--- config.mk ---
export PLATFORM = sky130hd
export DESIGN_NAME = pipeline_hazard_ctrl_flat
export DESIGN_NICKNAME = d
export VERILOG_FILES = /design/src/rtl/pipeline_hazard_ctrl_if.sv /design/src/rtl/pipeline_hazard_ctrl.sv /design/src/flat_wrapper.sv
export SDC_FILE = /design/constraint.sdc
export NUM_CORES = 1
export LEC_CHECK = 0
export CAP_MARGIN = 20
export CORE_ASPECT_RATIO = 1.2
export CORE_MARGIN = 1
export CORE_UTILIZATION = 47
export DETAILED_ROUTE_END_ITERATION = 7
export PLACE_DENSITY = 0.8
export SYNTH_ARGS = -nofsm -noshare
export SYNTH_HDL_FRONTEND = slang
export SYNTH_SLANG_ARGS = --single-unit
--- constraint.sdc ---
create_clock -name CLK -period 2.6 [get_ports CLK]
set_input_delay 0.52 -clock CLK [delete_from_list [all_inputs] [get_ports CLK]]
set_output_delay 0.52 -clock CLK [all_outputs]
set_load 0.02 [all_outputs]
--- src/rtl/pipeline_hazard_ctrl_if.sv ---
// -----------------------------------------------------------------------------
// pipeline_hazard_ctrl_if
//
// Purpose:
//   Bundles every signal exchanged between the hazard controller and the
//   5-stage datapath. The controller uses the master modport. The datapath
//   (or a testbench standing in for it) uses the slave modport.
//
// Handshake semantics:
//   ihit / dhit are single-cycle completion strobes from the memory side.
//   An access is outstanding while its request (em_dREN / em_dWEN for data,
//   the implicit fetch for instructions) is high and its hit is low. The cycle
//   in which the hit is high is the cycle the access completes. The controller
//   never waits a cycle after a hit; it reacts in that same cycle.
//
// Signals:
//   ihit, dhit         : fetch / data access complete this cycle
//   em_dREN, em_dWEN   : memory stage holds a load / store
//   em_branch_taken    : branch or jump resolved taken in memory stage
//   de_dREN, de_wsel   : execute stage holds a load, and its destination reg
//   fd_rs, fd_rt       : decode-stage source registers
//   mw_halt            : halt instruction has reached writeback
//   pc_en              : PC update enable
//   xx_enable/xx_flush : per inter-stage latch hold/bubble controls
//   halt               : sticky halt indication
//   stall_count        : saturating count of stalled (pc_en=0) cycles
//   state_dbg, cnt_dbg : controller state and load-use countdown, for debug
// -----------------------------------------------------------------------------
interface pipeline_hazard_ctrl_if #(
    parameter int CNT_W = 32
);
    logic             ihit;
    logic             dhit;
    logic             em_dREN;
    logic             em_dWEN;
    logic             em_branch_taken;
    logic             de_dREN;
    logic [4:0]       de_wsel;
    logic [4:0]       fd_rs;
    logic [4:0]       fd_rt;
    logic             mw_halt;

    logic             pc_en;
    logic             fd_enable;
    logic             fd_flush;
    logic             de_enable;
    logic             de_flush;
    logic             em_enable;
    logic             em_flush;
    logic             mw_enable;
    logic             mw_flush;
    logic             halt;
    logic [CNT_W-1:0] stall_count;
    logic [1:0]       state_dbg;
    logic [2:0]       cnt_dbg;

    // Hazard controller side.
    modport master (
        input  ihit, dhit, em_dREN, em_dWEN, em_branch_taken,
               de_dREN, de_wsel, fd_rs, fd_rt, mw_halt,
        output pc_en, fd_enable, fd_flush, de_enable, de_flush,
               em_enable, em_flush, mw_enable, mw_flush,
               halt, stall_count, state_dbg, cnt_dbg
    );

    // Datapath side.
    modport slave (
        output ihit, dhit, em_dREN, em_dWEN, em_branch_taken,
               de_dREN, de_wsel, fd_rs, fd_rt, mw_halt,
        input  pc_en, fd_enable, fd_flush, de_enable, de_flush,
               em_enable, em_flush, mw_enable, mw_flush,
               halt, stall_count, state_dbg, cnt_dbg
    );
endinterface

--- src/rtl/pipeline_hazard_ctrl.sv ---
// -----------------------------------------------------------------------------
// pipeline_hazard_ctrl
//
// Purpose:
//   Central stall/flush sequencer for the 5-stage pipeline. Every cycle it
//   decides, combinationally, whether the PC and each inter-stage latch
//   advance, hold or take a bubble. It also runs a multi-cycle load-use
//   stall countdown, latches halt, and counts stalled cycles.
//
// Parameters:
//   STALL_CYCLES : bubbles inserted per load-use hazard (1..7)
//   CNT_W        : width of stall_count
//
// Ports:
//   CLK : clock, rising edge
//   RST : asynchronous, active-high reset
//   bus : pipeline_hazard_ctrl_if.master (hazard inputs, stage controls,
//         halt, stall_count, debug state)
//
// Decision priority, highest first:
//   halted > mw_halt > memory busy > taken branch > load-use stall
//   > fetch miss > normal advance
// -----------------------------------------------------------------------------
module pipeline_hazard_ctrl #(
    parameter int STALL_CYCLES = 2,
    parameter int CNT_W        = 32
) (
    input  logic                          CLK,
    input  logic                          RST,
    pipeline_hazard_ctrl_if.master        bus
);

    typedef enum logic [1:0] {
        ST_RUN    = 2'd0,
        ST_STALL  = 2'd1,
        ST_HALTED = 2'd2
    } state_t;

    // Countdown load value on entry to a load-use stall. The entry cycle is
    // itself the first bubble, so the remaining count is STALL_CYCLES-1.
    localparam logic [2:0] STALL_LOAD   = 3'(STALL_CYCLES - 1);
    localparam logic       SINGLE_STALL = (STALL_CYCLES == 1);

    state_t           state, next_state;
    logic [2:0]       cnt, next_cnt;
    logic [CNT_W-1:0] stall_count;

    logic mem_busy;
    logic load_use;

    logic pc_en;
    logic fd_enable, fd_flush;
    logic de_enable, de_flush;
    logic em_enable, em_flush;
    logic mw_enable, mw_flush;

    assign mem_busy = (bus.em_dREN | bus.em_dWEN) & ~bus.dhit;

    // Register 0 is hard-wired, so a load targeting it never creates a hazard.
    assign load_use = bus.de_dREN & (bus.de_wsel != 5'd0) &
                      ((bus.de_wsel == bus.fd_rs) | (bus.de_wsel == bus.fd_rt));

    // -------------------------------------------------------------------------
    // State register
    // -------------------------------------------------------------------------
    always_ff @(posedge CLK or posedge RST) begin
        if (RST) begin
            state <= ST_RUN;
            cnt   <= 3'd0;
        end else begin
            state <= next_state;
            cnt   <= next_cnt;
        end
    end

    // -------------------------------------------------------------------------
    // Next-state and stage control decode
    // -------------------------------------------------------------------------
    always_comb begin
        next_state = state;
        next_cnt   = cnt;
        pc_en      = 1'b0;
        fd_enable  = 1'b0;
        fd_flush   = 1'b0;
        de_enable  = 1'b0;
        de_flush   = 1'b0;
        em_enable  = 1'b0;
        em_flush   = 1'b0;
        mw_enable  = 1'b0;
        mw_flush   = 1'b0;

        if (RST) begin
            // Everything held at zero while reset is applied.
            next_state = ST_RUN;
            next_cnt   = 3'd0;
        end else if (state == ST_HALTED) begin
            // Frozen until reset.
            next_state = ST_HALTED;
        end else if (bus.mw_halt) begin
            next_state = ST_HALTED;
        end else if (mem_busy) begin
            // Full freeze: the countdown pauses so no bubble is lost or added.
            next_state = state;
            next_cnt   = cnt;
        end else if (bus.em_branch_taken) begin
            // Squash the three younger stages; the branch itself retires.
            pc_en      = 1'b1;
            fd_flush   = 1'b1;
            de_flush   = 1'b1;
            em_flush   = 1'b1;
            mw_enable  = 1'b1;
            next_state = ST_RUN;
            next_cnt   = 3'd0;
        end else if ((state == ST_STALL) || load_use) begin
            // Hold PC and decode, bubble into execute, let the load proceed.
            de_flush  = 1'b1;
            em_enable = 1'b1;
            mw_enable = 1'b1;
            if (state == ST_RUN) begin
                next_cnt   = STALL_LOAD;
                next_state = SINGLE_STALL ? ST_RUN : ST_STALL;
            end else begin
                next_cnt = cnt - 3'd1;
                if (cnt == 3'd1) begin
                    next_state = ST_RUN;
                end
            end
        end else if (!bus.ihit) begin
            // Fetch not done: bubble into decode, drain the rest.
            fd_flush  = 1'b1;
            de_enable = 1'b1;
            em_enable = 1'b1;
            mw_enable = 1'b1;
        end else begin
            pc_en     = 1'b1;
            fd_enable = 1'b1;
            de_enable = 1'b1;
            em_enable = 1'b1;
            mw_enable = 1'b1;
        end
    end

    // -------------------------------------------------------------------------
    // Saturating stall-cycle counter. Halted cycles are not stalls.
    // -------------------------------------------------------------------------
    always_ff @(posedge CLK or posedge RST) begin
        if (RST) begin
            stall_count <= '0;
        end else if (!pc_en && (state != ST_HALTED) && (stall_count != '1)) begin
            stall_count <= stall_count + CNT_W'(1);
        end
    end

    // -------------------------------------------------------------------------
    // Output drive
    // -------------------------------------------------------------------------
    assign bus.pc_en       = pc_en;
    assign bus.fd_enable   = fd_enable;
    assign bus.fd_flush    = fd_flush;
    assign bus.de_enable   = de_enable;
    assign bus.de_flush    = de_flush;
    assign bus.em_enable   = em_enable;
    assign bus.em_flush    = em_flush;
    assign bus.mw_enable   = mw_enable;
    assign bus.mw_flush    = mw_flush;
    assign bus.halt        = (state == ST_HALTED) & ~RST;
    assign bus.stall_count = stall_count;
    assign bus.state_dbg   = state;
    assign bus.cnt_dbg     = cnt;

endmodule

--- src/flat_wrapper.sv ---
// flat-port wrapper written by rule: the top's interface ports become plain ports
module pipeline_hazard_ctrl_flat 
#(
    parameter int STALL_CYCLES = 2,
    parameter int CNT_W        = 32
)
  (CLK, RST, bus_ihit, bus_dhit, bus_em_dREN, bus_em_dWEN, bus_em_branch_taken, bus_de_dREN, bus_de_wsel, bus_fd_rs, bus_fd_rt, bus_mw_halt, bus_pc_en, bus_fd_enable, bus_fd_flush, bus_de_enable, bus_de_flush, bus_em_enable, bus_em_flush, bus_mw_enable, bus_mw_flush, bus_halt, bus_stall_count, bus_state_dbg, bus_cnt_dbg);
  pipeline_hazard_ctrl_if #(.CNT_W(CNT_W)) bus_i ();
  input  logic CLK;
  input  logic RST;
  input wire logic [$bits(bus_i.ihit)-1:0] bus_ihit;
  input wire logic [$bits(bus_i.dhit)-1:0] bus_dhit;
  input wire logic [$bits(bus_i.em_dREN)-1:0] bus_em_dREN;
  input wire logic [$bits(bus_i.em_dWEN)-1:0] bus_em_dWEN;
  input wire logic [$bits(bus_i.em_branch_taken)-1:0] bus_em_branch_taken;
  input wire logic [$bits(bus_i.de_dREN)-1:0] bus_de_dREN;
  input wire logic [$bits(bus_i.de_wsel)-1:0] bus_de_wsel;
  input wire logic [$bits(bus_i.fd_rs)-1:0] bus_fd_rs;
  input wire logic [$bits(bus_i.fd_rt)-1:0] bus_fd_rt;
  input wire logic [$bits(bus_i.mw_halt)-1:0] bus_mw_halt;
  output wire logic [$bits(bus_i.pc_en)-1:0] bus_pc_en;
  output wire logic [$bits(bus_i.fd_enable)-1:0] bus_fd_enable;
  output wire logic [$bits(bus_i.fd_flush)-1:0] bus_fd_flush;
  output wire logic [$bits(bus_i.de_enable)-1:0] bus_de_enable;
  output wire logic [$bits(bus_i.de_flush)-1:0] bus_de_flush;
  output wire logic [$bits(bus_i.em_enable)-1:0] bus_em_enable;
  output wire logic [$bits(bus_i.em_flush)-1:0] bus_em_flush;
  output wire logic [$bits(bus_i.mw_enable)-1:0] bus_mw_enable;
  output wire logic [$bits(bus_i.mw_flush)-1:0] bus_mw_flush;
  output wire logic [$bits(bus_i.halt)-1:0] bus_halt;
  output wire logic [$bits(bus_i.stall_count)-1:0] bus_stall_count;
  output wire logic [$bits(bus_i.state_dbg)-1:0] bus_state_dbg;
  output wire logic [$bits(bus_i.cnt_dbg)-1:0] bus_cnt_dbg;
  assign bus_i.ihit = bus_ihit;
  assign bus_i.dhit = bus_dhit;
  assign bus_i.em_dREN = bus_em_dREN;
  assign bus_i.em_dWEN = bus_em_dWEN;
  assign bus_i.em_branch_taken = bus_em_branch_taken;
  assign bus_i.de_dREN = bus_de_dREN;
  assign bus_i.de_wsel = bus_de_wsel;
  assign bus_i.fd_rs = bus_fd_rs;
  assign bus_i.fd_rt = bus_fd_rt;
  assign bus_i.mw_halt = bus_mw_halt;
  assign bus_pc_en = bus_i.pc_en;
  assign bus_fd_enable = bus_i.fd_enable;
  assign bus_fd_flush = bus_i.fd_flush;
  assign bus_de_enable = bus_i.de_enable;
  assign bus_de_flush = bus_i.de_flush;
  assign bus_em_enable = bus_i.em_enable;
  assign bus_em_flush = bus_i.em_flush;
  assign bus_mw_enable = bus_i.mw_enable;
  assign bus_mw_flush = bus_i.mw_flush;
  assign bus_halt = bus_i.halt;
  assign bus_stall_count = bus_i.stall_count;
  assign bus_state_dbg = bus_i.state_dbg;
  assign bus_cnt_dbg = bus_i.cnt_dbg;
  pipeline_hazard_ctrl #(.STALL_CYCLES(STALL_CYCLES), .CNT_W(CNT_W)) u_core (.CLK(CLK), .RST(RST), .bus(bus_i));
endmodule
==> summary.txt <==
Run status
  – Outcome: finished, final reports clean

CTS
  – Hold-fix buffers, CTS: 0
  – Clock tree sinks: 37
  – Clock buffers created by TritonCTS: 5
  – Worst skew pair latency: 0.29 ns
  – Clock tree from TritonCTS: done
  – CTS max path bufs: 2
  – Clock edge transition at the registers on the reported setup and hold paths: 0.06 ns
  – CTS root buf: clkbuf_8
  – Number of levels the H-tree was split into: 2

Floorplan
  – Number of placed I/O pins: 71
  – Initial Util: 0.4968
  – Placeable core region: 0.004662 mm^2
  – Height of the die: 78.90 um
  – Width of the die: 66.08 um
  – Die ar.: 0.005213 mm^2
  – Num rows: 27

Yosys
  – Main area contributors after synthesis: dfrtp_1 40%, xnor2_1 14%, nand4_1 4.3%, nand2_1 3.2%, nor2_1 2.9%
  – Top cell types by occurrence after synthesis: 37 x dfrtp_1, 37 x xnor2_1, 20 x nand2_1, 18 x nor2_1, 16 x nand4_1
  – Share of synthesized area occupied by flip-flops and latches: 0.3998
  – Post-synthesis register bit count: 37
  – Number of standard cells after synthesis: 237
  – Cell area after technology mapping: 0.002316 mm^2
  – Synthesis Warnings: 0
  – Area share of the leading cell type in the synthesized netlist: 0.3998
  – Number of nets produced by synthesis: 264
  – EDFF count, synth: 0
  – Share of async-settable or async-resettable flops after synthesis: 1.000
  – Primary flip-flop cell chosen by synthesis mapping: dfrtp_1
  – Post-synthesis average cell area: 9.772 um^2
  – Post-synth top area cell: dfrtp_1
  – Distinct cell type count after synthesis: 52

Worst setup path
  – Sort of element at the start of the critical path: input port
  – Capturing element type of the critical path: output pin
  – CP Data Arrival Time: 2.03 ns
  – Setup Crit Path Kind: in2out
  – Data required time at the worst endpoint: 2.08 ns
  – Crit-path max FO: 6

Cells and area
  – NumNets Final: 358
  – Final cell utilization of the core: 0.7300
  – Layout overhead on the synthesized area: 46.95%
  – Number of non-filler instances in the completed layout: 389
  – Antenna fix cells: 0
  – Layout cell share with drive strength beyond 1: 0.1903

Route
  – Total DRC errors in the routed layout: 0
  – DRT antenna net count: 0
  – Number of DRC markers after the initial detailed-route iteration: 169
  – Vias: 2,172
  – DR vias/cell: 5.584
  – Wirelength per Cell: 15.62 um
  – Final wirelength: 6.077 mm
  – DRT Pass-1 Iters: 4

STA
  – Period utilisation layout: 0.9793
  – Fin Setup TNS: 0 ns
  – Number of setup violations in the final report: 0
  – Upper clock frequency limit: 392.7 MHz
  – Max-slew violation count: 0
  – Clk_skew: 0.01233 ns
  – Min cycle time layout: 2.546 ns
  – Final hold violation count: 0

Global routing
  – Number of global-route vias before repair: 2,201
  – Residual overflow from global routing: 0
  – Number of antenna violations at the first check in global routing: 0
  – Maximum number of pins on one net before global-route repair: 38
  – Gr usage total: 0.2495
  – First-pass GRT wire length: 9.970 mm

Placement
  – GPL Wtd Cong: 0.7769
  – Cell count after placement: 380
  – Number of buffers added on ports: 69
  – Post-detail-place hpwl: 4.334 mm

Power
  – Leakage: 1.489 nW
  – Power Dens Cells: 488.8 mW/mm^2
  – Worst VDD drop: 0.4437 mV
  – Total power consumption of the routed design: 1.663 mW

Flow run
  – Maximum Capacitance Violations: 0

Min path
  – Class of the tightest hold or removal check: reg2reg
sequential cells by signal, indices dropped and copies added (netlist names):
name / cells
u_core.bus.state_dbg: 2
u_core.bus.cnt_dbg: 3
u_core.bus.stall_count: 32
logic make-up (layout without fill, tap and decap cells):
group / count (synthesis) / count (layout) / share of synthesized area
AO/OA/AOI/OAI: 26 / 26 / 0.1081
XOR/XNOR: 41 / 41 / 0.1550
adder cells (fa/ha/maj): 3 / 3 / 0.01621
buffers and inverters: 17 / 111 / 0.03403
flip-flops: 37 / 37 / 0.3998
multiplexers: 2 / 2 / 0.009724
other: 1 / 1 / 0.001619
AND/OR/NAND/NOR: 110 / 110 / 0.2755
area by class of cell:
| class | instances | area [um^2] |
|---|---|---|
| Clock buffer | 7 | 86.33 |
| Fill cell | 334 | 1259 |
| Inverter | 9 | 33.78 |
| Multi-Input combinational cell | 183 | 1371 |
| Sequential cell | 37 | 925.9 |
| Tap cell | 58 | 72.57 |
| Timing Repair Buffer | 95 | 913.4 |
report_power, final:
| group | leakage [nW] | internal (mW) | switching (mW) |
|---|---|---|---|
| registers | 0.492 | 0.635 | 0.0897 |
| clock network | 0.0443 | 0.210 | 0.199 |
| logic | 0.952 | 0.275 | 0.255 |
| total | 1.49 | 1.12 | 0.544 |
through the flow:
step	instance area (um^2)	setup slack (ns)	hold slack (ns)
final	3403	0.05370	0.4964
after global routing	3403	-0.03182	0.5236
after CTS	3321	0.0009261	0.4981
after detailed placement	3233	-0.7758	0.4860
after global placement	3233	-0.7186	0.4799
after floorplan	2322	0.08986	0.5932
routing by layer:
metal,wire length [um],GRT usage,part of all wire
met2,3160,0.4408,0.52
met4,185,0.1064,0.030
met3,274,0.04885,0.045
met5,0,0,0
met1,2456,0.2878,0.40
worst max-delay path, stage by stage:
cell	delay [ns]
clkdlybuf4s15_1	0.19
buf_6	0.13
xnor2_1	0.19
nand2_1	0.13
o22a_2	0.25
o22ai_4	0.21
nor2_1	0.08
o21a_1	0.19
buf_6	0.13
worst paths after layout:
check,startpoint,end,slack [ns],depth (start not counted)
min in group asynchronous,RST,u_core.bus.stall_count[2]$_DFFE_PP0P_,0.88,4
hold / removal,u_core.bus.stall_count[18]$_DFFE_PP0P_,u_core.bus.stall_count[18]$_DFFE_PP0P_,0.50,1
max in group asynchronous,RST,u_core.bus.stall_count[15]$_DFFE_PP0P_,1.39,4
hold reg to reg,u_core.bus.stall_count[18]$_DFFE_PP0P_,u_core.bus.stall_count[18]$_DFFE_PP0P_,0.50,1
setup reg to reg,u_core.bus.stall_count[8]$_DFFE_PP0P_,u_core.bus.stall_count[1]$_DFFE_PP0P_,0.32,5
setup / recovery,bus_de_wsel[3],bus_fd_flush,0.05,9
cell usage in the layout, fill, tap and decap left out, types with 2 or more instances in the layout:
| master | synthesis | final |
|---|---|---|
| nand3_1 | 13 | 12 |
| a31o_2 | 2 | 2 |
| o21a_1 | 5 | 5 |
| clkbuf_8 | 0 | 6 |
| a21oi_1 | 4 | 4 |
| or2_2 | 2 | 2 |
| xor2_1 | 4 | 4 |
| clkdlybuf4s50_1 | 0 | 46 |
| nor4_1 | 4 | 3 |
| xnor2_2 | 0 | 3 |
| buf_6 | 1 | 4 |
| and3_1 | 8 | 8 |
| nand2_1 | 20 | 20 |
| nor4_4 | 1 | 2 |
| and2_1 | 5 | 5 |
| nor2_1 | 18 | 18 |
| clkdlybuf4s15_1 | 0 | 2 |
| nand4_1 | 16 | 16 |
| buf_2 | 3 | 3 |
| nand4b_1 | 3 | 3 |
| dlygate4sd2_1 | 0 | 5 |
| dlymetal6s2s_1 | 0 | 10 |
| xnor2_1 | 37 | 34 |
| dfrtp_1 | 37 | 37 |
| nor2b_1 | 2 | 2 |
| inv_1 | 9 | 9 |
| buf_4 | 1 | 23 |
| nor3_1 | 3 | 3 |
| ha_1 | 3 | 3 |
| nand2b_1 | 2 | 2 |
| and4_1 | 5 | 5 |
repair_timing:
item / CTS / global route
resized for setup: 37 / 21
pin swaps: 5 / 20
buffers inserted: 1 / 1
gates cloned: 0 / 0
endpoints found under the setup margin: 8 / 4
Note: power is estimated with default switching activity, not from simulation.
